--- src/rtl/rvfi_formal_pkg.sv ---
// Shared definitions for the RVFI formal front-end: order width, modular
// order distance and the packed-payload field layout used by all consumers.
package rvfi_formal_pkg;

    localparam int ORDER_W = 8;

    typedef logic [ORDER_W-1:0] order_t;

    // Distance from b forward to a, modulo 2^ORDER_W; wrap needs no special case.
    function automatic order_t order_dist(input order_t a, input order_t b);
        return a - b;
    endfunction

    // Bit offsets of each field inside the packed payload built by the wrapper.
    typedef enum int {
        PL_INSN_LSB     = 0,
        PL_RS1_ADDR_LSB = 32,
        PL_RS2_ADDR_LSB = 37,
        PL_RD_ADDR_LSB  = 42,
        PL_PC_LSB       = 47,
        PL_MEM_LSB      = 79
    } payload_off_e;

    localparam int PL_INSN_W = 32;
    localparam int PL_REG_W  = 5;
    localparam int PL_PC_W   = 32;

endpackage

--- src/rtl/rvfi_order_slot.sv ---
// One reorder slot: a valid bit with async reset plus order/payload data
// registers loaded on write-enable.
module rvfi_order_slot
    import rvfi_formal_pkg::*;
#(
    parameter int PW = 32
) (
    input  logic               clk,
    input  logic               reset,
    input  logic               wr_en,
    input  logic               clr,
    input  logic [ORDER_W-1:0] wr_order,
    input  logic [PW-1:0]      wr_payload,
    output logic               valid,
    output logic [ORDER_W-1:0] order,
    output logic [PW-1:0]      payload
);

    logic               valid_q,   valid_d;
    logic [ORDER_W-1:0] order_q,   order_d;
    logic [PW-1:0]      payload_q, payload_d;

    always_comb begin
        // NOTE: every output of a combinational block gets a default first, so no path infers a latch.
        valid_d   = valid_q;
        order_d   = order_q;
        payload_d = payload_q;
        if (clr) begin
            valid_d = 1'b0;
        end
        if (wr_en) begin
            valid_d   = 1'b1;
            order_d   = wr_order;
            payload_d = wr_payload;
        end
    end

    // NOTE: sequential state uses non-blocking assignments so all flops update from pre-edge values.
    always_ff @(posedge clk or posedge reset) begin
        if (reset) begin
            valid_q <= 1'b0;
        end else begin
            valid_q <= valid_d;
        end
    end

    // NOTE: data registers carry no reset; they are only observed while valid_q is set.
    always_ff @(posedge clk) begin
        order_q   <= order_d;
        payload_q <= payload_d;
    end

    assign valid   = valid_q;
    assign order   = order_q;
    assign payload = payload_q;

endmodule

--- src/rtl/rvfi_order_serializer.sv ---
// Reorders multi-channel RVFI retirements by rvfi_order and emits them one per
// cycle, strictly ascending, flagging any capacity or collision violation.
module rvfi_order_serializer
    import rvfi_formal_pkg::*;
#(
    parameter int NRET  = 2,
    parameter int DEPTH = 8,
    parameter int PW    = 32
) (
    input  logic                    clk,
    input  logic                    reset,
    input  logic [NRET-1:0]         in_valid,
    input  logic [NRET*ORDER_W-1:0] in_order,
    input  logic [NRET*PW-1:0]      in_payload,
    output logic                    out_valid,
    output logic [ORDER_W-1:0]      out_order,
    output logic [PW-1:0]           out_payload,
    output logic [ORDER_W-1:0]      next_order,
    output logic                    overflow,
    output logic [$clog2(DEPTH):0]  occupancy
);

    localparam int IW = $clog2(DEPTH);
    localparam logic [ORDER_W:0] DEPTH_LIM = (ORDER_W+1)'(DEPTH);

    logic [DEPTH-1:0]   slot_valid;
    logic [ORDER_W-1:0] slot_order   [DEPTH];
    logic [PW-1:0]      slot_payload [DEPTH];
    logic [DEPTH-1:0]   wr_en;
    logic [DEPTH-1:0]   clr;
    logic [ORDER_W-1:0] wr_order     [DEPTH];
    logic [PW-1:0]      wr_payload   [DEPTH];
    logic [DEPTH-1:0]   claimed;
    logic               insert_err;

    logic               out_valid_q,   out_valid_d;
    logic [ORDER_W-1:0] out_order_q,   out_order_d;
    logic [PW-1:0]      out_payload_q, out_payload_d;
    logic [ORDER_W-1:0] next_order_q,  next_order_d;
    logic               overflow_q,    overflow_d;
    logic [IW-1:0]      next_idx;
    logic               drain;
    logic [IW:0]        occ_cnt;

    for (genvar s = 0; s < DEPTH; s++) begin : g_slot
        rvfi_order_slot #(.PW(PW)) u_slot (
            .clk       (clk),
            .reset     (reset),
            .wr_en     (wr_en[s]),
            .clr       (clr[s]),
            .wr_order  (wr_order[s]),
            .wr_payload(wr_payload[s]),
            .valid     (slot_valid[s]),
            .order     (slot_order[s]),
            .payload   (slot_payload[s])
        );
    end

    // Lower channels claim a slot first; legality uses pre-edge slot state only.
    always_comb begin
        logic [ORDER_W-1:0] ord_c;
        logic [IW-1:0]      idx_c;
        wr_en      = '0;
        claimed    = '0;
        insert_err = 1'b0;
        for (int s = 0; s < DEPTH; s++) begin
            wr_order[s]   = '0;
            wr_payload[s] = '0;
        end
        for (int c = 0; c < NRET; c++) begin
            ord_c = in_order[c*ORDER_W +: ORDER_W];
            idx_c = ord_c[IW-1:0];
            if (in_valid[c]) begin
                if (({1'b0, order_dist(ord_c, next_order_q)} < DEPTH_LIM) &&
                    !slot_valid[idx_c] && !claimed[idx_c]) begin
                    wr_en[idx_c]      = 1'b1;
                    wr_order[idx_c]   = ord_c;
                    wr_payload[idx_c] = in_payload[c*PW +: PW];
                end else begin
                    insert_err = 1'b1;
                end
                claimed[idx_c] = 1'b1;
            end
        end
    end

    always_comb begin
        next_idx      = next_order_q[IW-1:0];
        drain         = slot_valid[next_idx];
        clr           = '0;
        clr[next_idx] = drain;
        out_valid_d   = drain;
        out_order_d   = drain ? slot_order[next_idx]   : out_order_q;
        out_payload_d = drain ? slot_payload[next_idx] : out_payload_q;
        next_order_d  = next_order_q + ORDER_W'(drain);
        overflow_d    = overflow_q | insert_err;
    end

    always_comb begin
        occ_cnt = '0;
        for (int s = 0; s < DEPTH; s++) begin
            occ_cnt = occ_cnt + (IW+1)'(slot_valid[s]);
        end
    end

    always_ff @(posedge clk or posedge reset) begin
        if (reset) begin
            out_valid_q   <= 1'b0;
            out_order_q   <= '0;
            out_payload_q <= '0;
            next_order_q  <= '0;
            overflow_q    <= 1'b0;
        end else begin
            out_valid_q   <= out_valid_d;
            out_order_q   <= out_order_d;
            out_payload_q <= out_payload_d;
            next_order_q  <= next_order_d;
            overflow_q    <= overflow_d;
        end
    end

    assign out_valid   = out_valid_q;
    assign out_order   = out_order_q;
    assign out_payload = out_payload_q;
    assign next_order  = next_order_q;
    assign overflow    = overflow_q;
    assign occupancy   = occ_cnt;

endmodule
--- config.mk ---
export PLATFORM = sky130hd
export DESIGN_NAME = rvfi_order_serializer
export DESIGN_NICKNAME = d
export VERILOG_FILES = /design/src/rtl/rvfi_formal_pkg.sv /design/src/rtl/rvfi_order_slot.sv /design/src/rtl/rvfi_order_serializer.sv
export SDC_FILE = /design/constraint.sdc
export NUM_CORES = 1
export LEC_CHECK = 0
export ABC_AREA = 1
export ABC_CLOCK_PERIOD_IN_PS = 3950
export BUFFER_PORTS_ARGS = -buffer_cell sky130_fd_sc_hd__buf_2
export CAP_MARGIN = 40
export CORE_MARGIN = 4
export CORE_UTILIZATION = 53
export CTS_BUF_LIST = sky130_fd_sc_hd__clkbuf_4 sky130_fd_sc_hd__clkbuf_8
export DETAILED_ROUTE_END_ITERATION = 6
export PLACE_DENSITY = 0.71
export SLEW_MARGIN = 10
export SYNTH_ARGS = -nofsm -noshare
export SYNTH_HDL_FRONTEND = slang
export SYNTH_HIERARCHICAL = 1
export SYNTH_SLANG_ARGS = --single-unit
--- constraint.sdc ---
create_clock -name clk -period 3.95 [get_ports clk]
set_input_delay 0.1975 -clock clk [delete_from_list [all_inputs] [get_ports clk]]
set_output_delay 0.1975 -clock clk [all_outputs]
set_load 0.05 [all_outputs]
==> flow_metrics.py <==
metrics = {
    "status": {
        "status": "complete, but fails checks",
        "violations": "slew limit",
    },
    "final_layout": {
        "drive_above_1_share_pct": 14.5,
        "area_growth_syn_to_layout_pct": 11.3,
        "final_common_cell": "nand2_1",
        "most-common-layout-cells": "nand2_1, nand4_1, edfxtp_1, buf_2, inv_1",
        "layout.cells.non_filler": 2995,
        "finalNetCount": 2518,
    },
    "clock_tree": {
        "insertion_delay_ps": 620,
        "htreeDepth": 3,
        "clkTransAtPathRegs_ps": 60,
        "cts_made_buffers": 67,
        "clkSinkCount": 378,
        "root_buffer": "clkbuf_8",
        "clockBufferDepth": 3,
        "cts_tree": "built",
        "cts_setup_buffers": 0,
    },
    "logic_synthesis": {
        "synthCells": 2414,
        "synth_area_per_cell_um2": 8.88,
        "synth_cell_types": 40,
        "synth_area_leader_cell": "edfxtp_1",
        "synth_seq_area_share_pct": 51.6,
        "synth_area_leaders": "edfxtp_1, nand4_1, nand2_1",
        "yosysWarnings": 6,
        "synth_seq_cells": 378,
        "ys.flop_type": "edfxtp_1",
        "synth-async-reset-ratio_pct": 15.3,
        "synth_top_area_share_pct": 44.8,
        "synthesis.area_um2": 21400,
        "synth_edf_count": 320,
    },
    "sta": {
        "fin_skew_ps": 32.1,
        "hold_viol_final": 0,
        "fin_setup_tns_ps": 0,
        "fmax_mhz": 260,
        "setup_violations": 0,
        "maxSlewViolCount": 32,
        "post-route-period-util_pct": 97.4,
        "setup_slack_ps": 103,
        "finalCriticalPeriod_ps": 3850,
        "slew_headroom_pct": -0.686,
        "rsz0062_at_grt": "false",
        "worst_pin_slew_ps": 1510,
    },
    "power": {
        "internal_power_mw": 7.87,
        "power.density_nw_per_um2": 596,
        "p_leak_nw": 10.5,
        "ir_drop_v": 0.000519,
        "switching_share_pct": 44.6,
        "netSwitchingPower_mw": 6.34,
        "clockPowerShare_pct": 27.0,
        "seq_power_share_pct": 33.7,
        "combPwrFrac_pct": 39.3,
    },
    "min_path": {
        "hp-start": "in_payload[44]",
        "hp-class": "input pin to flop",
    },
    "grt": {
        "antenna_found_initial": 6,
        "grt_max_degree": 271,
        "grt_pass1_wl_um": 115000,
        "grt.overflow.total": 0,
        "grt_usage_pct": 33.6,
        "grt_pass1_vias": 19400,
    },
    "detailed_routing": {
        "viasPerCell": 6.84,
        "vias": 20500,
        "drc": 0,
        "routed_wl_um": 78000,
        "drt_iter0_drc": 3134,
        "wl_per_cell_um": 26.0,
        "drtAntennaViolNets": 0,
        "firstDrtPassIters": 6,
    },
    "floorplanning": {
        "initial_core_util_pct": 53.8,
        "die_w_um": 209,
        "core-area_um2": 39800,
        "dieArea_um2": 43700,
        "row_count": 73,
        "ios": 138,
        "dieHeight_um": 209,
    },
    "placement": {
        "io_buffers": 137,
        "post-dp-hpwl_um": 39900,
        "place_inst": 2841,
        "pre_cts_ws_ps": 568,
        "gp_congestion": 0.898,
    },
    "critical_path": {
        "crit_path_start": "next_order[1]",
        "start_kind": "flop",
        "cp_max_fo": 270,
        "rr_startpoint": "next_order[1]",
        "crit_path_end_kind": "flop",
        "crit_arrival_ps": 4330,
        "rrSetupSlack_ps": 100,
        "path_class": "flop to flop",
        "required_ps": 4440,
    },
    "flow_run": {
        "cap_violations": 0,
    },
}
## power groups by stage
stage / Clock, mW / Combinational, mW / Sequential [mW]
3_3_place_gp: 0 / 5.24 / 4.85
3_5_place_dp: 0 / 5.30 / 4.86
2_1_floorplan: 0 / 3.06 / 5.54
6_report: 3.84 / 5.58 / 4.79
5_1_grt: 4.02 / 5.85 / 4.82
4_1_cts: 3.83 / 5.33 / 4.79
## logic make-up (layout without fill, tap and decap cells)
kind of cell | after synthesis | after routing | synth area share, %
AOI/OAI and AO/OA | 148 | 148 | 4.84
and+or+nand+nor | 1419 | 1419 | 32.6
DFF | 378 | 378 | 51.6
buffers and inverters | 438 | 479 | 9.19
xor gates and xnor gates | 9 | 9 | 0.368
adders and majority gates | 21 | 21 | 1.37
other | 1 | 16 | 0.0175
## through the flow
stage          instance area, µm²  hold WS, ps  util, %  power [mW]
5_1_grt                     23900         24.7     59.9        14.7
2_1_floorplan               21500        -73.8        -        8.60
4_1_cts                     23800       0.0439     59.7        14.0
3_3_place_gp                22100          122     55.5        10.1
6_report                    23900         15.5     59.9        14.2
3_5_place_dp                22100          125     55.6        10.2
## per-layer routing
metal  vias up  routed length (µm)  GRT usage [%]
met3       361               10500           7.06
li1       8814                   -              -
met1      9531               27600           43.9
met4         2                4250           17.5
met2      1770               35700           53.1
met5         -                  20              0
## cell usage after synthesis, types with 5 or more instances
library cell and number:
buf_4 26, dfrtp_1 58, nand2_1 676, nand3_1 50, nor2_1 61, buf_2 101
ha_1 17, a31oi_1 13, nor4_1 8, clkbuf_2 63, clkbuf_1 117, o2111ai_1 5
a21oi_1 23, a221oi_1 30, a22oi_1 22, a22o_1 6, inv_1 118, a211oi_1 8
xor2_1 6, o21ai_0 25, a41oi_1 8, inv_2 5, nand3b_1 5, nand4_1 612
edfxtp_1 320
## cell type report
class / count / area, µm²
inverters: 124 / 473
clock inverters: 20 / 129
well taps: 525 / 657
repair buffers: 233 / 1680
diodes: 4 / 10.0
flip-flops and latches: 378 / 11100
fillers: 3443 / 16000
multi-input cells: 1609 / 8590
clock buffers: 102 / 1250
## final timing paths
path	depth (start not counted)	end
max	13	g_slot[1].u_slot/payload[14]
min	3	g_slot[6].u_slot/payload[12]
max reg2reg	13	g_slot[1].u_slot/payload[14]
min reg2reg	2	out_payload[10]
max in group asynchronous	4	next_order[1]
min in group asynchronous	3	g_slot[0].u_slot/valid
## critical path, cell delays in order (launching register included)
cell           delay (ps)
dfrtp_1               490
inv_2                 200
ha_1                  340
nand3_1               100
nand2_1               130
nand2_1                60
nand2_1                60
nand4_1               140
nor2_4                140
buf_6                 250
buf_16                490
nand4_1               160
nand2_1               130
dlygate4sd3_1         540
## registers in the layout, summed over array words and instances (netlist names)
name / flops
g_slot.u_slot/payload: 256
g_slot.u_slot/order: 64
g_slot.u_slot/valid: 8
overflow: 1
out_valid: 1
next_order: 8
out_order: 8
out_payload: 32
## timing repair
action                                 4_1_cts  5_1_grt
hold buffers                                27        0
setup endpoints to repair                    0        6
endpoints found under the hold margin       98        0
gates resized for setup                      0        8
(Power assumes the default switching activity.)
